File: src/rtl/ast_pkg.sv
// Shared constants and helpers for the access scheduler tree.
package ast_pkg;

  function automatic int clog2(input int value);
    int result;
    int rem;
    result = 0;
    rem    = value - 1;
    while (rem > 0) begin
      result++;
      rem = rem >> 1;
    end
    return result;
  endfunction

  function automatic int num_req(input int switch_bits);
    return 1 << switch_bits;
  endfunction

  function automatic int num_nodes(input int switch_bits);
    return (1 << switch_bits) - 1;
  endfunction

  localparam int DEF_SWITCH_BITS = 3;
  localparam int DEF_N           = num_req(DEF_SWITCH_BITS);
  localparam int DEF_NODES       = num_nodes(DEF_SWITCH_BITS);
  localparam int DEF_IDX_W       = clog2(DEF_N);

endpackage

File: src/rtl/ast_node.sv
// Two-input arbitration node: ORs child activity and picks a side using one priority flop.
module ast_node
  import ast_pkg::*;
(
  input  logic clk,
  input  logic rst,
  input  logic act_lo,
  input  logic act_hi,
  input  logic upd_en,
  input  logic taken,
  output logic active,
  output logic sel
);

  logic pri_q;
  logic pri_d;

  assign active = act_lo | act_hi;
  // Priority only matters when both sides compete.
  assign sel    = (act_lo && act_hi) ? pri_q : act_hi;

  always_comb begin
    pri_d = pri_q;
    if (upd_en && act_lo && act_hi) begin
      pri_d = ~taken;
    end
  end

  always_ff @(posedge clk) begin
    if (rst) begin
      pri_q <= 1'b0;
    end else begin
      pri_q <= pri_d;
    end
  end

endmodule

File: src/rtl/access_sched_tree.sv
// Tree arbiter with burst lock and a single registered output slot (full throughput).
module access_sched_tree
  import ast_pkg::*;
#(
  parameter int SWITCH_BITS = 3,
  parameter int DATA_WIDTH  = 132
) (
  input  logic                                     clk,
  input  logic                                     rst,
  input  logic [(2**SWITCH_BITS)-1:0]              req,
  input  logic [(2**SWITCH_BITS)-1:0]              req_last,
  input  logic [(2**SWITCH_BITS)*DATA_WIDTH-1:0]   d_in,
  output logic [(2**SWITCH_BITS)-1:0]              grant,
  output logic [DATA_WIDTH-1:0]                    d_out,
  output logic                                     out_valid,
  input  logic                                     out_ready,
  output logic [SWITCH_BITS-1:0]                   out_src,
  output logic                                     active
);

  localparam int N = num_req(SWITCH_BITS);

  logic                   out_valid_q, out_valid_d;
  logic [DATA_WIDTH-1:0]  d_out_q, d_out_d;
  logic [SWITCH_BITS-1:0] out_src_q, out_src_d;
  logic                   lock_q, lock_d;
  logic [SWITCH_BITS-1:0] lock_idx_q, lock_idx_d;

  logic [N-1:0]           tree_oh;
  logic [SWITCH_BITS-1:0] tree_win;
  logic [SWITCH_BITS-1:0] winner;
  logic                   win_valid;
  logic                   cap;
  logic                   upd;

  // Level gl holds 2**gl entries; the deepest level is the requesters themselves.
  genvar gl, gi;
  generate
    for (gl = 0; gl <= SWITCH_BITS; gl++) begin : g_lvl
      localparam int W = 1 << gl;
      logic [W-1:0] act_l;
      logic [W-1:0] path_l;

      if (gl == SWITCH_BITS) begin : g_leaf
        assign act_l = req;
      end else begin : g_int
        for (gi = 0; gi < W; gi++) begin : g_node
          logic sel_w;
          logic on_path;
          assign on_path = ((winner >> (SWITCH_BITS - gl)) == SWITCH_BITS'(gi));
          ast_node u_node (
            .clk    (clk),
            .rst    (rst),
            .act_lo (g_lvl[gl+1].act_l[2*gi]),
            .act_hi (g_lvl[gl+1].act_l[2*gi+1]),
            .upd_en (upd && on_path),
            .taken  (winner[SWITCH_BITS-1-gl]),
            .active (act_l[gi]),
            .sel    (sel_w)
          );
        end
      end

      if (gl == 0) begin : g_root
        assign path_l = 1'b1;
      end else begin : g_path
        for (gi = 0; gi < W; gi++) begin : g_bit
          assign path_l[gi] = g_lvl[gl-1].path_l[gi/2] &
                              (g_lvl[gl-1].g_int.g_node[gi/2].sel_w == 1'(gi % 2));
        end
      end
    end
  endgenerate

  assign tree_oh = g_lvl[SWITCH_BITS].path_l;

  always_comb begin
    tree_win = '0;
    for (int i = 0; i < N; i++) begin
      if (tree_oh[i]) begin
        tree_win = SWITCH_BITS'(i);
      end
    end
  end

  // A locked burst overrides the tree; a stalled lock holder blocks everyone.
  assign win_valid = lock_q ? req[lock_idx_q] : g_lvl[0].act_l[0];
  assign winner    = lock_q ? lock_idx_q : tree_win;
  assign cap       = !rst && win_valid && (!out_valid_q || out_ready);
  assign upd       = cap && req_last[winner];

  always_comb begin
    grant = '0;
    if (cap) begin
      grant[winner] = 1'b1;
    end
  end

  always_comb begin
    out_valid_d = out_valid_q;
    d_out_d     = d_out_q;
    out_src_d   = out_src_q;
    lock_d      = lock_q;
    lock_idx_d  = lock_idx_q;
    if (cap) begin
      out_valid_d = 1'b1;
      d_out_d     = d_in[winner*DATA_WIDTH +: DATA_WIDTH];
      out_src_d   = winner;
      lock_d      = !req_last[winner];
      lock_idx_d  = winner;
    end else if (out_ready) begin
      out_valid_d = 1'b0;
    end
  end

  always_ff @(posedge clk) begin
    if (rst) begin
      out_valid_q <= 1'b0;
      d_out_q     <= '0;
      out_src_q   <= '0;
      lock_q      <= 1'b0;
      lock_idx_q  <= '0;
    end else begin
      out_valid_q <= out_valid_d;
      d_out_q     <= d_out_d;
      out_src_q   <= out_src_d;
      lock_q      <= lock_d;
      lock_idx_q  <= lock_idx_d;
    end
  end

  assign out_valid = out_valid_q;
  assign d_out     = d_out_q;
  assign out_src   = out_src_q;
  assign active    = |req;

endmodule

File: config.mk
export PLATFORM = sky130hd
export DESIGN_NAME = access_sched_tree
export DESIGN_NICKNAME = d
export VERILOG_FILES = /design/src/rtl/ast_pkg.sv /design/src/rtl/ast_node.sv /design/src/rtl/access_sched_tree.sv
export SDC_FILE = /design/constraint.sdc
export NUM_CORES = 1
export LEC_CHECK = 0
export ABC_AREA = 1
export ABC_CLOCK_PERIOD_IN_PS = 2500
export BUFFER_PORTS_ARGS = -buffer_cell sky130_fd_sc_hd__buf_2
export CAP_MARGIN = 20
export CORE_AREA = 2 2 477 479
export DETAILED_ROUTE_END_ITERATION = 6
export DIE_AREA = 0 0 479 481
export MAX_ROUTING_LAYER = met4
export PLACE_DENSITY = 0.3
export SLEW_MARGIN = 10
export SYNTH_ARGS = -nofsm -noshare
export SYNTH_HDL_FRONTEND = slang
export SYNTH_SLANG_ARGS = --single-unit
File: constraint.sdc
create_clock -name clk -period 2.5 [get_ports clk]
set_clock_uncertainty 0.15 [all_clocks]
set_input_delay 0.375 -clock clk [delete_from_list [all_inputs] [get_ports clk]]
set_output_delay 0.375 -clock clk [all_outputs]
set_load 0.01 [all_outputs]
==> impl_metrics.yaml <==
status:
  status: "finished with violations"
  violations: "setup timing"
drt:
  drcViolationCount: 0
  drt_first_pass_iters: 5
  vias_per_cell: 3.535
  ant_nets: 0
  vias: 24450
  wl_per_cell_um: 27.72
  wl_um: 191700
  drtIter0Drc: 1360
critical_path:
  worstPathArrival_ns: 2.12
  crit_fanout: 5
  slowest_delay_ns: 0.34
  cp-start-kind: "flop"
  crit_path_cell_trace: "nor2_4, nor2_4, buf_4, nand3_2, nand2_1, nor2_2, nand2_2, nand2_4, buf_8, nand2_8, buf_8, nor2_2, buf_2"
  cpLargestDelayFamily: "simple AND/OR/NAND/NOR gates"
  r2r-end: "d_out[31]"
  cp-end-kind: "output port"
  cp.required_ns: 1.98
  crit_type: "reg -> out"
  r2r_slack_ns: -0.04
  critPathSlowestCell: "dfxtp_2"
  r2r_cells: 11
  r2r-start: "lock_q"
  crit_buf_inv: 4
grt:
  first_global_vias: 25040
  grt_max_degree: 72
  antenna_found_initial: 189
  grt.overflow.total: 0
  grt_pass1_wl_um: 241500
  track_usage: 0.1629
floorplan:
  core-area_um2: 225700
  chipWidth_um: 479
  rows: 175
  start_util: 0.06362
  io_pins: 1220
  die_height_um: 481
  dieArea_um2: 230400
final_layout:
  stdcell_area_um2: 28800
  fin_util: 0.1276
  nets: 4849
  area_growth_pct: 100.5
  stdcell_count: 6916
  drive_above_1_share: 0.5004
yosys:
  syn_area_um2: 14360
  yosysTopAreaCellShare: 0.2007
  synthFlopType: "dfxtp_1"
  ys.warnings.count: 0
  yosys.area.top_type: "dfxtp_1"
  synth_common_cells: "nand2_1, nand3_1, nor2_1, nand4_1, dfxtp_1"
  synth-seq-area-share: 0.2007
  syn_inst: 2417
  syn_avg_cell_area_um2: 5.942
  post-synth-top-count-cell: "nand2_1"
  async_flop_share: 0
  synth-seq-cells: 144
  synth_cell_types: 27
  synth_edf_count: 0
  yosys-top-cells-area: "dfxtp_1, nand3_1, nand2_1, nand4_1, a211oi_2"
  synth_fp_nets: 3492
clock_network:
  cts.sinks: 144
  root_buffer: "clkbuf_16"
  h-tree-depth: 4
  cts_buffers: 17
  cts_tree: "built"
  path_clk_slew_ns: 0.09
  cts_buffer_depth: 2
  clock_latency_ns: 0.56
timing:
  final-hold-violation-count: 0
  relSlewSlack: 0.6421
  rsz0062_at_grt: "true"
  finalCriticalPeriod_ns: 2.650
  setup_tns_ns: -0.9951
  setup_viol: 14
  slew_viol_final: 0
  period_share: 1.060
  setup_ws_ns: -0.1498
  tightest_slew_ns: 0.5368
  fin_hold_ws_ns: 0.06826
  timing.fmax_mhz: 377.4
min_path:
  hold_class: "in -> reg"
  hold_path_depth: 5
  worstHoldStart: "d_in[352]"
  hold_path_end: "d_out[88]"
place:
  place_congestion: 0.9387
  port_buffers: 1219
  placed_cell_area_um2: 25870
  hpwl_um: 164500
  dp_cells: 6682
pwr:
  powerDensity_nw_per_um2: 1142
  ir_worst_vdd_mv: 0.5206
  p_leak_nw: 12.49
run:
  drv_cap: 0
[report_power, final]
group          internal [mW]  switching, mW
sequential              3.47          0.809
combinational           10.1           15.6
clock                   1.30           1.59
[timing repair]
item                       4_1_cts  5_1_grt
cloned                          10        9
hold buffers                     4        0
setup buffers                   43       25
setup endpoints to repair      128      132
pin swaps                       25       73
gates resized for setup        121      171
hold endpoints to repair         4        0
[tightest hold or removal path, cell delays in order]
cell,delay [ns]
buf_2,0.07
nand2_1,0.04
nand4_1,0.06
nor2_1,0.04
a211oi_2,0.13
[cell usage in the layout, fill, tap and decap left out, types with 6 or more instances in the layout]
cell and n:
buf_12 64, buf_6 37, nand3_1 543, nor2_4 28
nand2_4 14, inv_6 6, clkbuf_16 25, buf_16 13
buf_8 16, nand2_2 30, nor2_2 50, a21oi_1 10
o21ai_0 7, buf_4 209, inv_1 30, inv_2 9
diode_2 120, a211oi_2 130, bufbuf_16 6, nand4_1 265
nand2_1 667, dfxtp_1 138, nand3_2 12, buf_2 1214
nor2_1 220
[final cells by class]
cell class | count | area, µm²
fillers | 26660 | 196900
multi-input cells | 1995 | 10720
repair buffers | 1571 | 10380
well taps | 3009 | 3765
flip-flops and latches | 144 | 2895
clock buffers | 17 | 425.4
diodes | 120 | 300.3
inverters | 45 | 193.9
clock inverters | 15 | 125.1
[per-stage QoR]
stage          power, mW  setup slack [ns]
2_1_floorplan      14.57            0.1786
3_3_place_gp       27.14           -0.5360
3_5_place_dp       27.05           -0.4775
4_1_cts            32.55           -0.2225
5_1_grt            35.25           -0.2706
6_report           32.90           -0.1498
[sequential cells by signal (all words and copies together), names as in the netlist]
| name | count |
|---|---|
| g_lvl.g_int.g_node.u_node.pri_q | 7 |
| lock_q | 1 |
| out_valid | 1 |
| d_out | 132 |
| out_src | 3 |
[cells by family after synthesis]
group | share of synthesized area
AND/OR/NAND/NOR | 0.5851
buffers and inverters | 0.09157
flip-flops | 0.2007
AO/OA/AOI/OAI | 0.1226
[per-layer routing]
metal,up-vias,global-route usage,part of all wire
met5,-,-,0
met4,0,0.02751,0.018
met3,165,0.08007,0.12
met2,1212,0.2706,0.47
met1,11740,0.1768,0.38
li1,11330,-,-
[worst max-delay path by stage]
stage	from	depth (start not counted)	slack [ns]	end
floorplan	req[1]	13	0.18	grant[0]
global placement	req[1]	16	-0.54	d_out[109]
detailed placement	req[1]	14	-0.48	d_out[112]
CTS	out_src[0]	12	-0.22	grant[3]
global route	out_src[0]	12	-0.27	grant[1]
finish	g_lvl[1].g_int.g_node[1].u_node.pri_q	13	-0.15	grant[1]
Note: power is estimated with default switching activity, not from simulation.
